**src/rtl/me_pkg.sv**
```systemverilog
// State encoding and geometry-derived width helpers for the full-search ME controller.
// All widths come from the block/window geometry, so no counter can overflow.
package me_pkg;

    typedef enum logic [2:0] {
        ST_IDLE,
        ST_CLR,
        ST_LOAD_TB,
        ST_SCAN,
        ST_DRAIN,
        ST_DONE
    } state_t;

    // $clog2 that never yields a zero-width vector for degenerate geometries.
    function automatic int idx_width(input int n);
        return (n > 1) ? $clog2(n) : 1;
    endfunction

    function automatic int sad_width(input int tb_length, input int pe_out_width);
        return idx_width(tb_length * tb_length) + pe_out_width;
    endfunction

    function automatic int cand_span(input int sw_edge, input int tb_length);
        return sw_edge - tb_length + 1;
    endfunction

    function automatic int cnt_width(input int ncand);
        return $clog2(ncand + 1);
    endfunction

endpackage

```
**src/rtl/me_min_tracker.sv**
```systemverilog
// Candidate raster counters and running-minimum/early-exit tracker; results registered, zero latency on compare.
// No backpressure: every accepted SAD is consumed the cycle it is presented.
module me_min_tracker
    import me_pkg::*;
#(
    parameter int SAD_WIDTH = 12,
    parameter int CX        = 5,
    parameter int CY        = 3,
    localparam int NCAND     = CX * CY,
    localparam int CNT_WIDTH = cnt_width(NCAND),
    localparam int MVX_W     = idx_width(CX),
    localparam int MVY_W     = idx_width(CY)
) (
    input  logic                 clk,
    input  logic                 rst_n,
    input  logic                 start,
    input  logic                 acc,
    input  logic                 cfg_early_en,
    input  logic [SAD_WIDTH-1:0] cfg_thresh,
    input  logic [SAD_WIDTH-1:0] sad,
    output logic                 cand_last,
    output logic                 cand_early,
    output logic                 early_hit,
    output logic [SAD_WIDTH-1:0] min_sad,
    output logic [MVX_W-1:0]     min_mvx,
    output logic [MVY_W-1:0]     min_mvy,
    output logic [CNT_WIDTH-1:0] min_cnt,
    output logic [CNT_WIDTH-1:0] n_eval
);

    localparam logic [CNT_WIDTH-1:0] CNT_LAST = CNT_WIDTH'(NCAND - 1);
    localparam logic [MVX_W-1:0]     MVX_LAST = MVX_W'(CX - 1);

    logic                 early_en_q, early_en_d;
    logic [SAD_WIDTH-1:0] thresh_q, thresh_d;
    logic [CNT_WIDTH-1:0] cnt_q, cnt_d;
    logic [MVX_W-1:0]     mvx_q, mvx_d;
    logic [MVY_W-1:0]     mvy_q, mvy_d;
    logic [SAD_WIDTH-1:0] min_sad_q, min_sad_d;
    logic [MVX_W-1:0]     min_mvx_q, min_mvx_d;
    logic [MVY_W-1:0]     min_mvy_q, min_mvy_d;
    logic [CNT_WIDTH-1:0] min_cnt_q, min_cnt_d;
    logic                 early_hit_q, early_hit_d;
    logic                 upd;

    assign cand_last  = acc && (cnt_q == CNT_LAST);
    assign cand_early = acc && early_en_q && (sad <= thresh_q);
    // Strict less-than keeps the earliest raster candidate on ties.
    assign upd        = acc && ((sad < min_sad_q) || cand_early);

    always_comb begin
        early_en_d  = early_en_q;
        thresh_d    = thresh_q;
        cnt_d       = cnt_q;
        mvx_d       = mvx_q;
        mvy_d       = mvy_q;
        min_sad_d   = min_sad_q;
        min_mvx_d   = min_mvx_q;
        min_mvy_d   = min_mvy_q;
        min_cnt_d   = min_cnt_q;
        early_hit_d = early_hit_q;
        if (start) begin
            early_en_d  = cfg_early_en;
            thresh_d    = cfg_thresh;
            cnt_d       = '0;
            mvx_d       = '0;
            mvy_d       = '0;
            min_sad_d   = '1;
            min_mvx_d   = '0;
            min_mvy_d   = '0;
            min_cnt_d   = '0;
            early_hit_d = 1'b0;
        end else if (acc) begin
            cnt_d = cnt_q + 1'b1;
            // The position is held on the final candidate so mvy never steps past CY-1.
            if (!cand_last) begin
                if (mvx_q == MVX_LAST) begin
                    mvx_d = '0;
                    mvy_d = mvy_q + 1'b1;
                end else begin
                    mvx_d = mvx_q + 1'b1;
                end
            end
            if (upd) begin
                min_sad_d = sad;
                min_mvx_d = mvx_q;
                min_mvy_d = mvy_q;
                min_cnt_d = cnt_q;
            end
            if (cand_early) begin
                early_hit_d = 1'b1;
            end
        end
    end

    always_ff @(posedge clk or negedge rst_n) begin
        if (!rst_n) begin
            early_en_q  <= 1'b0;
            thresh_q    <= '0;
            cnt_q       <= '0;
            mvx_q       <= '0;
            mvy_q       <= '0;
            min_sad_q   <= '1;
            min_mvx_q   <= '0;
            min_mvy_q   <= '0;
            min_cnt_q   <= '0;
            early_hit_q <= 1'b0;
        end else begin
            early_en_q  <= early_en_d;
            thresh_q    <= thresh_d;
            cnt_q       <= cnt_d;
            mvx_q       <= mvx_d;
            mvy_q       <= mvy_d;
            min_sad_q   <= min_sad_d;
            min_mvx_q   <= min_mvx_d;
            min_mvy_q   <= min_mvy_d;
            min_cnt_q   <= min_cnt_d;
            early_hit_q <= early_hit_d;
        end
    end

    assign early_hit = early_hit_q;
    assign min_sad   = min_sad_q;
    assign min_mvx   = min_mvx_q;
    assign min_mvy   = min_mvy_q;
    assign min_cnt   = min_cnt_q;
    assign n_eval    = cnt_q;

endmodule

```
**src/rtl/me_search_ctrl.sv**
```systemverilog
// Full-search ME sequencer: clear, TB load, SW raster scan, drain, then holds the minimum-SAD result on ack.
// Ack after 1 + TB^2 + SW area + PE pipeline + 1 cycles; no backpressure, req withdrawal aborts.
module me_search_ctrl
    import me_pkg::*;
#(
    parameter int TB_LENGTH    = 16,
    parameter int SW_WIDTH     = 64,
    parameter int SW_HEIGHT    = 64,
    parameter int PE_OUT_WIDTH = 8,
    parameter int MEM_LATENCY  = 1,
    localparam int SAD_WIDTH = sad_width(TB_LENGTH, PE_OUT_WIDTH),
    localparam int CX        = cand_span(SW_WIDTH, TB_LENGTH),
    localparam int CY        = cand_span(SW_HEIGHT, TB_LENGTH),
    localparam int CNT_WIDTH = cnt_width(CX * CY),
    localparam int TB_AW     = idx_width(TB_LENGTH * TB_LENGTH),
    localparam int SW_AW     = idx_width(SW_WIDTH * SW_HEIGHT),
    localparam int MVX_W     = idx_width(CX),
    localparam int MVY_W     = idx_width(CY)
) (
    input  logic                 clk,
    input  logic                 rst_n,
    input  logic                 req,
    input  logic                 cfg_early_en,
    input  logic [SAD_WIDTH-1:0] cfg_thresh,
    input  logic                 sad_valid,
    input  logic [SAD_WIDTH-1:0] sad,
    output logic                 clr,
    output logic [TB_AW-1:0]     addr_tb,
    output logic [SW_AW-1:0]     addr_sw,
    output logic                 en_pearray_tb,
    output logic                 en_pearray_sw,
    output logic                 busy,
    output logic                 ack,
    output logic                 early_hit,
    output logic [SAD_WIDTH-1:0] min_sad,
    output logic [MVX_W-1:0]     min_mvx,
    output logic [MVY_W-1:0]     min_mvy,
    output logic [CNT_WIDTH-1:0] min_cnt,
    output logic [CNT_WIDTH-1:0] n_eval
);

    localparam logic [TB_AW-1:0] TB_LAST = TB_AW'(TB_LENGTH * TB_LENGTH - 1);
    localparam logic [SW_AW-1:0] SW_LAST = SW_AW'(SW_WIDTH * SW_HEIGHT - 1);

    state_t                 state_q, state_d;
    logic                   clr_q, clr_d;
    logic                   busy_q, busy_d;
    logic                   ack_q, ack_d;
    logic                   aen_tb_q, aen_tb_d;
    logic                   aen_sw_q, aen_sw_d;
    logic [TB_AW-1:0]       addr_tb_q, addr_tb_d;
    logic [SW_AW-1:0]       addr_sw_q, addr_sw_d;
    logic [MEM_LATENCY-1:0] pipe_tb_q, pipe_tb_d;
    logic [MEM_LATENCY-1:0] pipe_sw_q, pipe_sw_d;
    logic                   start, sad_acc, cand_last, cand_early;

    assign start   = (state_q == ST_IDLE) && req;
    assign sad_acc = sad_valid && ((state_q == ST_SCAN) || (state_q == ST_DRAIN));

    always_comb begin
        state_d   = state_q;
        addr_tb_d = addr_tb_q;
        addr_sw_d = addr_sw_q;
        unique case (state_q)
            ST_IDLE: begin
                if (start) begin
                    state_d   = ST_CLR;
                    addr_tb_d = '0;
                    addr_sw_d = '0;
                end
            end
            ST_CLR:     state_d = ST_LOAD_TB;
            ST_LOAD_TB: begin
                if (addr_tb_q == TB_LAST) state_d = ST_SCAN;
                else                      addr_tb_d = addr_tb_q + 1'b1;
            end
            ST_SCAN: begin
                if (addr_sw_q == SW_LAST) state_d = ST_DRAIN;
                else                      addr_sw_d = addr_sw_q + 1'b1;
            end
            ST_DRAIN:   state_d = ST_DRAIN;
            ST_DONE: begin
                if (!req) state_d = ST_IDLE;
            end
            default:    state_d = ST_IDLE;
        endcase
        if (cand_last || cand_early) begin
            state_d = ST_DONE;
        end
        // Withdrawal of req outranks a simultaneous finish: the requester has gone away.
        if (busy_q && !req) begin
            state_d = ST_IDLE;
        end

        clr_d    = (state_d == ST_CLR);
        busy_d   = state_d inside {ST_CLR, ST_LOAD_TB, ST_SCAN, ST_DRAIN};
        ack_d    = (state_d == ST_DONE);
        aen_tb_d = (state_d == ST_LOAD_TB);
        aen_sw_d = (state_d == ST_SCAN);

        // The pel-valid delay line is flushed whenever the search ends, so nothing leaks past DONE or an abort.
        pipe_tb_d    = pipe_tb_q << 1;
        pipe_tb_d[0] = aen_tb_q;
        pipe_sw_d    = pipe_sw_q << 1;
        pipe_sw_d[0] = aen_sw_q;
        if (!busy_d) begin
            pipe_tb_d = '0;
            pipe_sw_d = '0;
        end
    end

    always_ff @(posedge clk or negedge rst_n) begin
        if (!rst_n) begin
            state_q   <= ST_IDLE;
            clr_q     <= 1'b0;
            busy_q    <= 1'b0;
            ack_q     <= 1'b0;
            aen_tb_q  <= 1'b0;
            aen_sw_q  <= 1'b0;
            addr_tb_q <= '0;
            addr_sw_q <= '0;
            pipe_tb_q <= '0;
            pipe_sw_q <= '0;
        end else begin
            state_q   <= state_d;
            clr_q     <= clr_d;
            busy_q    <= busy_d;
            ack_q     <= ack_d;
            aen_tb_q  <= aen_tb_d;
            aen_sw_q  <= aen_sw_d;
            addr_tb_q <= addr_tb_d;
            addr_sw_q <= addr_sw_d;
            pipe_tb_q <= pipe_tb_d;
            pipe_sw_q <= pipe_sw_d;
        end
    end

    me_min_tracker #(
        .SAD_WIDTH (SAD_WIDTH),
        .CX        (CX),
        .CY        (CY)
    ) u_min_tracker (
        .clk          (clk),
        .rst_n        (rst_n),
        .start        (start),
        .acc          (sad_acc),
        .cfg_early_en (cfg_early_en),
        .cfg_thresh   (cfg_thresh),
        .sad          (sad),
        .cand_last    (cand_last),
        .cand_early   (cand_early),
        .early_hit    (early_hit),
        .min_sad      (min_sad),
        .min_mvx      (min_mvx),
        .min_mvy      (min_mvy),
        .min_cnt      (min_cnt),
        .n_eval       (n_eval)
    );

    assign clr           = clr_q;
    assign busy          = busy_q;
    assign ack           = ack_q;
    assign addr_tb       = addr_tb_q;
    assign addr_sw       = addr_sw_q;
    assign en_pearray_tb = pipe_tb_q[MEM_LATENCY-1];
    assign en_pearray_sw = pipe_sw_q[MEM_LATENCY-1];

endmodule

```
**config.mk**
```make
export PLATFORM = sky130hd
export DESIGN_NAME = me_search_ctrl
export DESIGN_NICKNAME = d
export VERILOG_FILES = /design/src/rtl/me_pkg.sv /design/src/rtl/me_min_tracker.sv /design/src/rtl/me_search_ctrl.sv
export SDC_FILE = /design/constraint.sdc
export NUM_CORES = 1
export LEC_CHECK = 0
export CAP_MARGIN = 20
export CORE_MARGIN = 10
export CORE_UTILIZATION = 47
export CTS_BUF_LIST = sky130_fd_sc_hd__clkbuf_16
export DETAILED_ROUTE_END_ITERATION = 10
export PLACE_DENSITY_LB_ADDON = 0.08
export SYNTH_ARGS = -nofsm -noshare
export SYNTH_HDL_FRONTEND = slang
export SYNTH_SLANG_ARGS = --single-unit
```
**constraint.sdc**
```tcl
create_clock -name clk -period 2.5 [get_ports clk]
set_input_delay 0.625 -clock clk [delete_from_list [all_inputs] [get_ports clk]]
set_output_delay 0.625 -clock clk [all_outputs]
set_load 0.005 [all_outputs]
```
# Word level (Yosys, flattened, before mapping)
# Cells that the tools add are included.
dict set report word_totals {
  register_bits 112
  out_inout_bits 78
  elab_cells 110
  input_bits 37
}
dict set report classes {
  magnitude_cmp 2
  n_mux 40
  n_reduce_logical 25
  n_eq_ne 18
  addsub 5
}
# operator count
set op_table {}
lappend op_table {{12-bit two-way mux} 7}
lappend op_table {{6-bit two-way mux} 14}
lappend op_table {{16-bit two-way mux} 3}
lappend op_table {{12-bit by 1-bit adder with 12-bit output (second input constant)} 2}
lappend op_table {{12-bit equality test (second input constant)} 2}
lappend op_table {{12-bit one-hot mux with 2 select lines} 1}
lappend op_table {{3-bit two-way mux} 6}
lappend op_table {{3-bit one-hot mux with 6 select lines} 1}
lappend op_table {{16-bit less-or-equal comparator} 1}
lappend op_table {{16-bit < comparator} 1}
lappend op_table {{8-bit two-way mux} 2}
lappend op_table {{8-bit one-hot mux with 2 select lines} 1}
lappend op_table {{6-bit by 1-bit adder with 6-bit output (second input constant)} 2}
lappend op_table {{3-bit by 2-bit equality test with 1-bit output (second input constant)} 4}
lappend op_table {{3-bit equality test (second input constant)} 4}
lappend op_table {{2-bit nonzero test} 6}
lappend op_table {{3-bit AND reduction} 3}
lappend op_table {{8-bit by 1-bit adder with 8-bit output (second input constant)} 1}
lappend op_table {{8-bit equality test (second input constant)} 1}
lappend op_table {{2-bit != test (second input constant)} 4}
lappend op_table {{1-bit logical AND} 7}
lappend op_table {{3-bit by 1-bit equality test with 1-bit output (second input constant)} 2}
lappend op_table {{6-bit equality test (second input constant)} 1}
lappend op_table {{2-bit AND reduction} 3}
lappend op_table {{other kinds (5)} 11}

# Depth between registers and ports, before layout
dict set report depth {
  depth_word 11
  ltp_mapped 9
  depth_no_buf 8
}

# Modules after synthesis
# From an unflattened synthesis, not the netlist that was laid out.
dict set report hier_totals {
  hier_cells 621
  area_unflattened_um2 6162.2
}
# mod n_inst cells_each area_each_um2 seq_area_each_um2
set modules_own_cells {}
lappend modules_own_cells {me_min_tracker 1 471 4624.4 2072.0}
lappend modules_own_cells {me_search_ctrl 1 150 1537.7 750.7}

# Least setup slack after synthesis
# Ideal clock, no wire load.
dict set report synth_timing {
  kind {input to register}
  from {input port sad[12]}
  to {register u_min_tracker.min_sad_q[11] (netlist: u_min_tracker.min_sad[11])}
  path_stages 8
  t_required_ps 2415
  setup_slack_ps -8
  arrival_time_ps 2423
  path_buffers 1
  setup_time_ps 85
  cell_sequence {ha_1 a21oi_1 a21boi_0 o311a_1 a2111oi_1 a211oi_2 buf_4 mux2_1}
}
dict set report synth_via {
  elab_chain_cells 6
  word_cells_on_any_way 7
  cone_classes {order compare: 2; reduce/logical: 5}
}
# item line_no
set synth_rtl {}
lappend synth_rtl {{start: declaration} me_search_ctrl.sv:26} ;# input logic [SAD_WIDTH-1:0] sad,
lappend synth_rtl {{16-bit less-or-equal comparator} me_min_tracker.sv:47} ;# assign cand_early = acc && early_en_q && (sad <= thresh_q);
lappend synth_rtl {{1-bit logical AND} me_min_tracker.sv:47}
lappend synth_rtl {{1-bit logical OR (*)} me_min_tracker.sv:49} ;# assign upd = acc && ((sad < min_sad_q) || cand_early);
lappend synth_rtl {{1-bit logical AND (*)} me_min_tracker.sv:49}
lappend synth_rtl {{2-bit nonzero test (no line) (*)} -}
lappend synth_rtl {{2-bit AND reduction (no line) (*)} -}
lappend synth_rtl {{end signal: assignment} me_min_tracker.sv:114} ;# min_sad_q <= min_sad_d;
lappend synth_rtl {{end: declaration} me_min_tracker.sv:39} ;# logic [SAD_WIDTH-1:0] min_sad_q, min_sad_d;
# Mark *: on every way between the ends. The rest lies on a longest branch, timed or not.
# A chain may end at the register's enable or synchronous reset.

# Worst setup path after layout
dict set report layout_timing {
  from {input port sad[10]}
  to {register u_min_tracker.min_cnt_q[8] (netlist: u_min_tracker.min_cnt[8])}
}
dict set report layout_via {
  elab_chain_cells 6
  word_cells_on_any_way 7
  cone_classes {order compare: 2; reduce/logical: 5}
}
# item line_no
set layout_rtl {}
lappend layout_rtl {{16-bit less-or-equal comparator} me_min_tracker.sv:47}
lappend layout_rtl {{1-bit logical AND} me_min_tracker.sv:47}
lappend layout_rtl {{1-bit logical OR (*)} me_min_tracker.sv:49}
lappend layout_rtl {{1-bit logical AND (*)} me_min_tracker.sv:49}
lappend layout_rtl {{2-bit nonzero test (no line) (*)} -}
lappend layout_rtl {{2-bit AND reduction (no line) (*)} -}
lappend layout_rtl {{end signal: assignment} me_min_tracker.sv:117} ;# min_cnt_q <= min_cnt_d;
lappend layout_rtl {{end: declaration} me_min_tracker.sv:42} ;# logic [CNT_WIDTH-1:0] min_cnt_q, min_cnt_d;
# Marked as above.

==> impl_metrics.ini <==
[drt]
drc = 0
ant_nets = 0
routed_wl_um = 15770
post_drt_wl_per_cell_um = 16.58
dr.pass1.iters = 4
vias = 4892
drt-initial-drc-count = 246
viasPerCell = 5.144

[global_routing]
grt_max_degree = 56
grt_usage = 0.1805
grt-ovfl-total = 0
grt_pass1_wl_um = 26030
antenna_found_initial = 0
grt_pass1_vias = 5101

[worst_setup_path]
reg2reg_depth = 11
rrSetupSlack_ns = 0
r2r_end = u_min_tracker.min_cnt[8]$_DFFE_PN0P_
cp_cell_sequence = clkdlybuf4s15_1, ha_4, nand4_1, nor2_2, nand2_1, o211a_4, a211oi_4, buf_12, buf_12, buf_12, mux2i_1
crit_slowest_cell = a211oi_4
arrival_ns = 2.81
start_kind = input pin
slowest_delay_ns = 0.35
cp_max_fo = 7
crit_required_ns = 2.77
path_class = input pin to flip-flop
crit_path_frequent_cell = buf_12
timing.rr.start = u_min_tracker.min_sad[12]$_DFFE_PN1P_
endpoint_kind = flip-flop

[die]
row_count = 40
io_pins = 115
die_h_um = 131.2
die_x_um = 131.2
die_area_um2 = 17210
core-area_um2 = 12060
start_util = 0.4817

[clock_tree]
hold_buffers = 0
cts.sinks = 112
clock_latency_ns = 0.35
tritoncts = yes
cts_buffers = 9
ctsLongestPathBuffers = 2
path_clk_slew_ns = 0.07
cts_root_buf = clkbuf_16
htree_levels = 3

[placement]
place_ws_ns = -1.090
io_buffers = 114
place_congestion = 0.8347
dp.cells = 917
hpwl_um = 11070

[status]
status = finished, violations left
violations = negative setup slack

[synth]
synth_nets = 673
yosys.area.top_type = dfrtp_1
ys_warn_count = 0
avgSynthCellArea_um2 = 9.717
yosysUniqueCellTypes = 48
synth_top_area_frac = 0.4134
ys.flop_type = dfrtp_1
ys_ff_latch = 112
yosysSeqAreaShare = 0.4858
netlist_area_um2 = 5811
async_flop_share = 1.000
synthTopCellsByCount = dfrtp_1, nand2_1, inv_1
synth_edf_count = 0
synthCells = 598
synthTopCellsByArea = dfrtp_1, ha_1, dfstp_2
yosysMostFrequentCell = dfrtp_1

[timing]
setup_viol = 15
period_share = 1.014
tightest_slew_ns = 0.6024
layout_setup_ws_ns = -0.03447
relSlewSlack = 0.5984
rsz0062_at_grt = true
skew_ns = 0.007560
slew_viol_final = 0
timing.fmax_ghz = 0.3946
finalHoldViolations = 0
fin_crit_ns = 2.534
holdWs_ns = 0.2560

[job]
max_cap_violations = 0

[final_layout]
insertedDiodeCount = 0
synthToLayoutAreaGrowth_pct = 43.50
n_fill_cell = 926
fin_cells = 951
nets = 853
final_layout_size_suffix_gt1_frac = 0.2005

[power]
ir_worst_vdd_uv = 402.6
p_per_area_nw_per_um2 = 888.9
cellLeakagePower_nw = 3.929

[worst_hold_path]
hold_path_class = input pin to asynchronous set/reset pin
-- power breakdown --
part | switching, mW | total (mW) | internal [mW]
clock | 0.671 | 1.45 | 0.780
combinational | 1.60 | 3.38 | 1.78
sequential | 0.263 | 2.58 | 2.32
total | 2.54 | 7.41 | 4.87
-- timing repair --
item | CTS | global route
setup endpoints to repair | 49 | 43
cloned | 3 | 0
setup buffers | 8 | 8
resized for setup | 52 | 31
pin swaps | 13 | 21
-- cells by family after synthesis --
logic type	after synthesis	synth area share
compound gates	77	0.08032
xor+xnor	30	0.04522
fa+ha+maj	38	0.08183
buf+inv	82	0.05577
flops	112	0.4858
mux	42	0.07558
simple gates	217	0.1755
-- placed cells by master, fill, tap and decap left out, types with 2 or more instances in the layout --
| master | n |
|---|---|
| ha_1 | 25 |
| a21oi_1 | 17 |
| buf_16 | 4 |
| a211oi_1 | 4 |
| and3_1 | 10 |
| inv_2 | 6 |
| nand4_1 | 17 |
| inv_1 | 58 |
| nand2b_1 | 2 |
| o21ai_0 | 29 |
| o31ai_1 | 5 |
| nor3_1 | 8 |
| nor2b_1 | 4 |
| nor2_1 | 50 |
| clkbuf_2 | 5 |
| buf_4 | 61 |
| buf_6 | 3 |
| buf_12 | 7 |
| o21a_1 | 3 |
| nor3b_1 | 3 |
| xnor2_1 | 27 |
| dlygate4sd2_1 | 9 |
| dfstp_2 | 16 |
| dfrtp_1 | 96 |
| mux2_1 | 5 |
| o21ai_1 | 2 |
| ha_4 | 12 |
| and4_1 | 5 |
| nand3_1 | 23 |
| xor2_1 | 3 |
| or3_1 | 2 |
| a21oi_2 | 3 |
| nand2_1 | 81 |
| clkdlybuf4s50_1 | 97 |
| nor3b_2 | 3 |
| clkbuf_16 | 9 |
| mux2_4 | 10 |
| mux2i_1 | 27 |
-- area by class of cell --
cell class / count / area, um2 / share of cell area
Multi-Input combinational cell: 404 / 2942 / 0.3528
Sequential cell: 112 / 2823 / 0.3385
Timing Repair Buffer: 188 / 1832 / 0.2197
Inverter: 63 / 236.5 / 0.02836
Clock buffer: 9 / 225.2 / 0.02701
Tap cell: 168 / 210.2 / 0.02521
Clock inverter: 7 / 70.07 / 0.008403
-- per-layer routing --
layer | vias to the layer above | global-route usage | part of all wire
met3 | 32 | 0.05793 | 0.051
met4 | 0 | 0.05250 | 0.019
met5 | - | 0 | 0
met2 | 126 | 0.2914 | 0.49
li1 | 2382 | - | -
met1 | 2352 | 0.2256 | 0.44
-- worst max-delay path by stage --
stage	from	endpoint	slack, ns
finish	sad[10]	u_min_tracker.min_cnt[8]$_DFFE_PN0P_	-0.03
global route	sad[10]	u_min_tracker.min_cnt[9]$_DFFE_PN0P_	-0.14
CTS	u_min_tracker.min_sad[9]$_DFFE_PN1P_	u_min_tracker.min_cnt[8]$_DFFE_PN0P_	-0.06
detailed placement	sad[13]	u_min_tracker.min_mvy[5]$_DFFE_PN0P_	-1.09
global placement	sad[13]	u_min_tracker.min_mvy[5]$_DFFE_PN0P_	-0.97
floorplan	sad[12]	u_min_tracker.min_sad[11]$_DFFE_PN1P_	0.08
-- registers in the layout, summed over array words and instances, names as in the netlist --
| register | count |
|---|---|
| ack | 1 |
| addr_sw | 12 |
| addr_tb | 8 |
| aen_sw_q | 1 |
| aen_tb_q | 1 |
| busy | 1 |
| clr | 1 |
| en_pearray_sw | 1 |
| en_pearray_tb | 1 |
| state_q | 3 |
| u_min_tracker.early_en_q | 1 |
| u_min_tracker.early_hit | 1 |
| u_min_tracker.min_cnt | 12 |
| u_min_tracker.min_mvx | 6 |
| u_min_tracker.min_mvy | 6 |
| u_min_tracker.min_sad | 16 |
| u_min_tracker.mvx_q | 6 |
| u_min_tracker.mvy_q | 6 |
| u_min_tracker.n_eval | 12 |
| u_min_tracker.thresh_q | 16 |
-- per-stage QoR --
| step | power [mW] | setup TNS, ns | util | instance area (um2) |
|---|---|---|---|---|
| finish | 7.412 | -0.1579 | 0.6913 | 8338 |
| detailed placement | 5.425 | -45.22 | 0.6263 | 7555 |
| CTS | 7.251 | -1.294 | 0.6782 | 8180 |
| floorplan | 3.993 | 0 | - | 5816 |
| global route | 7.945 | -3.139 | 0.6913 | 8338 |
| global placement | 5.328 | -40.82 | 0.6263 | 7555 |
-- critical path: cells and delay by family --
kind / cells / cell delay (ns)
compound gates: 2 / 0.61
buf+inv: 4 / 0.66
simple gates: 3 / 0.41
fa+ha+maj: 1 / 0.30
mux: 1 / 0.19
Note: power is estimated with default switching activity, not from simulation.
==> edit 1, RTL diff (config.mk and constraints unchanged) <==
Take the reset off `thresh_q` and load it in a clocked block of its own.
--- a/src/rtl/me_min_tracker.sv
+++ b/src/rtl/me_min_tracker.sv
@@ -98,3 +98,2 @@
             early_en_q  <= 1'b0;
-            thresh_q    <= '0;
             cnt_q       <= '0;
@@ -109,3 +108,2 @@
             early_en_q  <= early_en_d;
-            thresh_q    <= thresh_d;
             cnt_q       <= cnt_d;
@@ -121,2 +119,6 @@
 
+    always_ff @(posedge clk) begin
+        thresh_q <= thresh_d;
+    end
+
     assign early_hit = early_hit_q;
Function: no difference found for any inputs over 10 cycles, from zero or initial values and one cycle with rst_n low; that may be too few to reach the edited logic, so the function may still have changed.
==> edit 1 against the unedited design <==
Sequential cell count is the same. Total power shrank 14%. Synthesized area grew 0.80%. Worst setup slack gained 0.068 ns. Cell area is the same. Clock power shrank 7%. Count of clock-buffer cells in the layout is the same. Wire length grew 7.7%. Largest cell class unchanged.
==> edit 1: results (changes against the unedited design) <==
Setup path
  • Critical path origin: u_min_tracker.min_sad[4]
  • Max FO, Critical Path: 6 (-1)
  • RR Endpoint: u_min_tracker.min_cnt[2]
  • Critical path data arrival time: 2.74 ns (-0.07 ns)
  • Cells on worst reg2reg path: 11 (unchanged)
  • Reg2Reg Setup Slack: 0.03 ns (+0.03 ns)
  • Crit Path Class: flop to flop

Pwr
  • Leak pwr: 0.00361 uW (-8.2%)
  • Worst ir drop on vdd: 0.746 mV (+85%)

Synth
  • Sequential share of the synthesized area: 49.6% (+0.98 points)
  • Ys async rst share: 85.7% (-14 points)
  • Ys Warns: 0 (unchanged)
  • Yosys cell types: 63 (+31%)
  • Fraction of the mapped netlist area in adder cells: 8.12% (-0.065 points)
  • Compound-Gate Fraction of Synth Area: 15.6% (+7.6 points)
  • Post-synth EDFFs: 16 (+16)
  • Synth top area cells: dfrtp_1 34%, edfxtp_1 8.2%, ha_1 8.1%
  • Syn_nets: 664 (-1.3%)
  • Post-Synth XOR/XNOR Area: 4.19% (-0.33 points)
  • Multiplexer share of the synthesized area: 0.855% (-6.7 points)
  • Synth cell count leaders: 80 x dfrtp_1, 64 x a21oi_1, 47 x nor2_1
  • Most frequent cell after synthesis: dfrtp_1

Placed design
  • Hpwl dp: 11600 um (+4.3%)
  • Placer Congestion: 0.855 (+2.5%)
  • Port Buffer Count: 114 (unchanged)
  • Placed inst area: 7490 um^2 (-0.81%)
  • Worst slack, placed: -0.633 ns (+0.457 ns)

STA
  • Period utilization: 98.7% (-2.7 points)
  • Final Max Tran Viols: 0 (unchanged)
  • Worst Hold Slack: 0.170 ns (-0.0859 ns)
  • Final setup skew: 0.0106 ns (+0.00303 ns)
  • Max transition margin: 60.1% (+0.30 points)

Global routing
  • Total GRT Usage: 19.2% (+1.2 points)
  • Vias in the first global route: 5262 (+3.2%)
  • Initial antenna violation count: 0 (unchanged)
  • Largest net degree at the start of global routing: 57 (+1.8%)
  • First-pass GRT wire length: 27800 um (+6.7%)

CTS
  • # Post-CTS Setup Buffers: 13 (+5)
  • Root Buffer: clkbuf_16
  • Worst-path clk slew: 0.07 ns (about the same)
  • Post_cts resized: 67 (+29%)
  • H-tree depth: 3 (unchanged)
  • CTS Buf Count: 9 (unchanged)
  • Clock latency on the worst-skew pair: 0.35 ns (about the same)
  • CTS Buffer Depth: 2 (unchanged)

Finish
  • Nets: 833 (-2.3%)
  • Fillcell total: 971 (+4.9%)
  • # diodes: 0 (unchanged)
  • Layout cells sized above 1: 24.2% (+4.2 points)

Run status
  • Status: completed

Hold path
  • Hold Path Class: input pin to async pin

Detailed routing
  • DRT iter0 DRCs: 411 (+67%)
  • Number of detailed-route iterations in the first pass: 5 (+1)
  • Wirelength per Cell: 18.2 um (+10%)
  • Routed vias/inst: 5.51 (+7.1%)
edit 1: changes by cell type in the layout (fill, tap and decap cells not counted), sizes merged, moves of 16 or more:
cell / unedited run / this run
edfxtp: 0 / 16
dfrtp: 96 / 80
inv: 66 / 46
mux2i: 27 / 5
xnor2: 27 / 9
nand2: 81 / 24
xor2: 3 / 19
a21oi: 20 / 64
o21ai: 32 / 55
edit 1: metrics by stage:
step	util, %	std cells	power [uW]
after global routing	68.8	931	6750
after CTS	67.3	929	6280
final	68.8	931	6360
after global placement	61.9	893	4580
after detailed placement	61.9	893	4650
after floorplan	-	589	3580
edit 1: layout make-up:
class | count | area, um^2 | share of cell area [%]
multi-input cells | 404 | 2950 | 35.4
flip-flops and latches | 112 | 2900 | 34.8
clock buffers | 9 | 225 | 2.70
well taps | 168 | 210 | 2.52
repair buffers | 187 | 1840 | 22.1
clock inverters | 7 | 45.0 | 0.540
inverters | 44 | 165 | 1.98
edit 1: per-layer routing:
| layer | part of all wire (%) | up-vias | wire (um) | global-route usage, % |
|---|---|---|---|---|
| li1 | - | 2439 | - | - |
| met5 | 0 | - | 0 | 0 |
| met4 | 1.4 | 0 | 246 | 4.45 |
| met1 | 43 | 2534 | 7290 | 23.7 |
| met2 | 50 | 136 | 8480 | 32.3 |
| met3 | 5.7 | 19 | 960 | 5.68 |
edit 1: power by group:
part / internal [uW] / switching (uW)
logic: 1240 / 1230
clock network: 677 / 674
registers: 2240 / 292
total: 4160 / 2200
edit 1: critical path, cell delays in order (launching register included):
cell	delay (ns)
dfstp_2	0.55
inv_2	0.05
ha_4	0.22
and3_4	0.17
a211o_1	0.26
a311oi_2	0.26
buf_4	0.16
buf_6	0.08
o211a_4	0.25
buf_4	0.19
o21ai_1	0.07
a21oi_1	0.14
==> edit 2, RTL diff (same settings) <==
Without the edit above. The parameter `SW_HEIGHT` goes from 64 to 32.
--- a/src/rtl/me_search_ctrl.sv
+++ b/src/rtl/me_search_ctrl.sv
@@ -7,3 +7,3 @@
     parameter int SW_WIDTH     = 64,
-    parameter int SW_HEIGHT    = 64,
+    parameter int SW_HEIGHT    = 32,
     parameter int PE_OUT_WIDTH = 8,
Interface: changed (resized addr_sw, min_cnt, min_mvy and n_eval); port bits go from 115 to 109. The function was not compared with the original's and may differ.
==> edit 2 against the unedited design <==
Synthesized area is 3.7% lower. Maximum frequency is 2.1% higher. Total power is 6.9% lower. Sequential cell count is 7 lower. Hold slack worse by 0.0072 ns. Critical path type is now flop to flop. Critical path depth stayed put. Wire length is 1.4% higher. Clock skew is 0.0017 ns higher. Largest cell class unchanged. Worst setup slack better by 0.051 ns. Cell area is 3.3% lower.
==> edit 2: results (changes against the unedited design) <==
Synth
  • Yosys cell types: 59 (+23%)
  • Synth top area cells: dfrtp_1 40%, ha_1 8.5%, dfstp_2 7.5%
  • Syn_nets: 647 (-3.9%)
  • Sequential share of the synthesized area: 47.3% (-1.3 points)
  • Synth cell count leaders: 89 x dfrtp_1, 61 x nand2_1, 55 x inv_1
  • Synthesized instance count: 572 (-4.3%)

STA
  • Final setup skew: 0.00931 ns (+0.00175 ns)
  • Worst Max-Slew Pin Slew: 0.527 ns (-0.0751 ns)
  • Fmax: 0.403 GHz (+2.1%)

Global routing
  • Met1 GRT Util: 21.8% (-0.71 points)
  • Largest net degree at the start of global routing: 54 (-3.6%)
  • GR Util met2: 32.4% (+3.3 points)
  • First-pass GRT wire length: 25200 um (-3.0%)
  • Total GRT Usage: 18.8% (+0.72 points)
  • Met3 Usage GRT: 5.02% (-0.78 points)
  • Vias in the first global route: 5005 (-1.9%)

Setup path
  • Reg-to-reg startpoint: u_min_tracker.min_sad[5]
  • Reg2Reg Setup Slack: 0.02 ns (+0.02 ns)
  • Max incr delay on CP: 0.56 ns (+0.21 ns)
  • Crit path capture: u_min_tracker.min_sad[3]
  • Max FO, Critical Path: 6 (-1)
  • Crit Path Class: flop to flop

Pwr
  • Worst ir drop on vdd: 0.490 mV (+22%)
  • NetSw: 2500 uW (-1.6%)
  • Pwr Total: 6900 uW (-6.9%)
  • Comb power: 2960 uW (-12%)
  • Leak pwr: 0.00365 uW (-7.2%)
  • Seq pwr share: 36.0% (+1.2 points)

Placed design
  • Hpwl dp: 11200 um (+1.2%)
  • Placed inst area: 7170 um^2 (-5.2%)
  • Port Buffer Count: 108 (-5.3%)
  • Inst Count DP: 851 (-7.2%)

Finish
  • Fillcell total: 891 (-3.8%)
  • Nets: 806 (-5.5%)
  • Layout cells sized above 1: 22.7% (+2.6 points)
  • Final cell count without fillers: 879 (-7.6%)

Run status
  • Status: completed

Detailed routing
  • Met2 WL: 8090 um (+5.6%)
  • Metal-1 WL: 6680 um (-4.7%)

CTS
  • # Post-CTS Setup Buffers: 7 (-1)
edit 2: cell count changes after synthesis, moves of 7 or more:
cell,change
mux2i_1,-7
xor2_1,+12
nor2_1,-7
dfrtp_1,-7
mux2_1,-15
inv_1,-7
and3_1,-7
nand2_1,-20
o21ai_0,+7
a31oi_1,+28
xnor2_1,-21
edit 2: area by class of cell:
class	count	area (um^2)	share of cell area (%)
Clock buffer	9	225	2.79
Clock inverter	7	76.3	0.947
Inverter	55	209	2.59
Tap cell	143	179	2.22
Sequential cell	105	2650	32.8
Timing Repair Buffer	171	1630	20.2
Multi-Input combinational cell	389	3090	38.4
edit 2: cells by family (layout without fill, tap and decap cells):
family,count (synthesis),count (layout),share of synthesized area [%]
AOI/OAI and AO/OA,120,120,13.6
and+or+nand+nor,189,189,17.7
DFF,105,105,47.3
buffers and inverters,78,242,5.88
muxes,21,21,3.78
adders and majority gates,38,38,8.49
xor gates and xnor gates,21,21,3.29
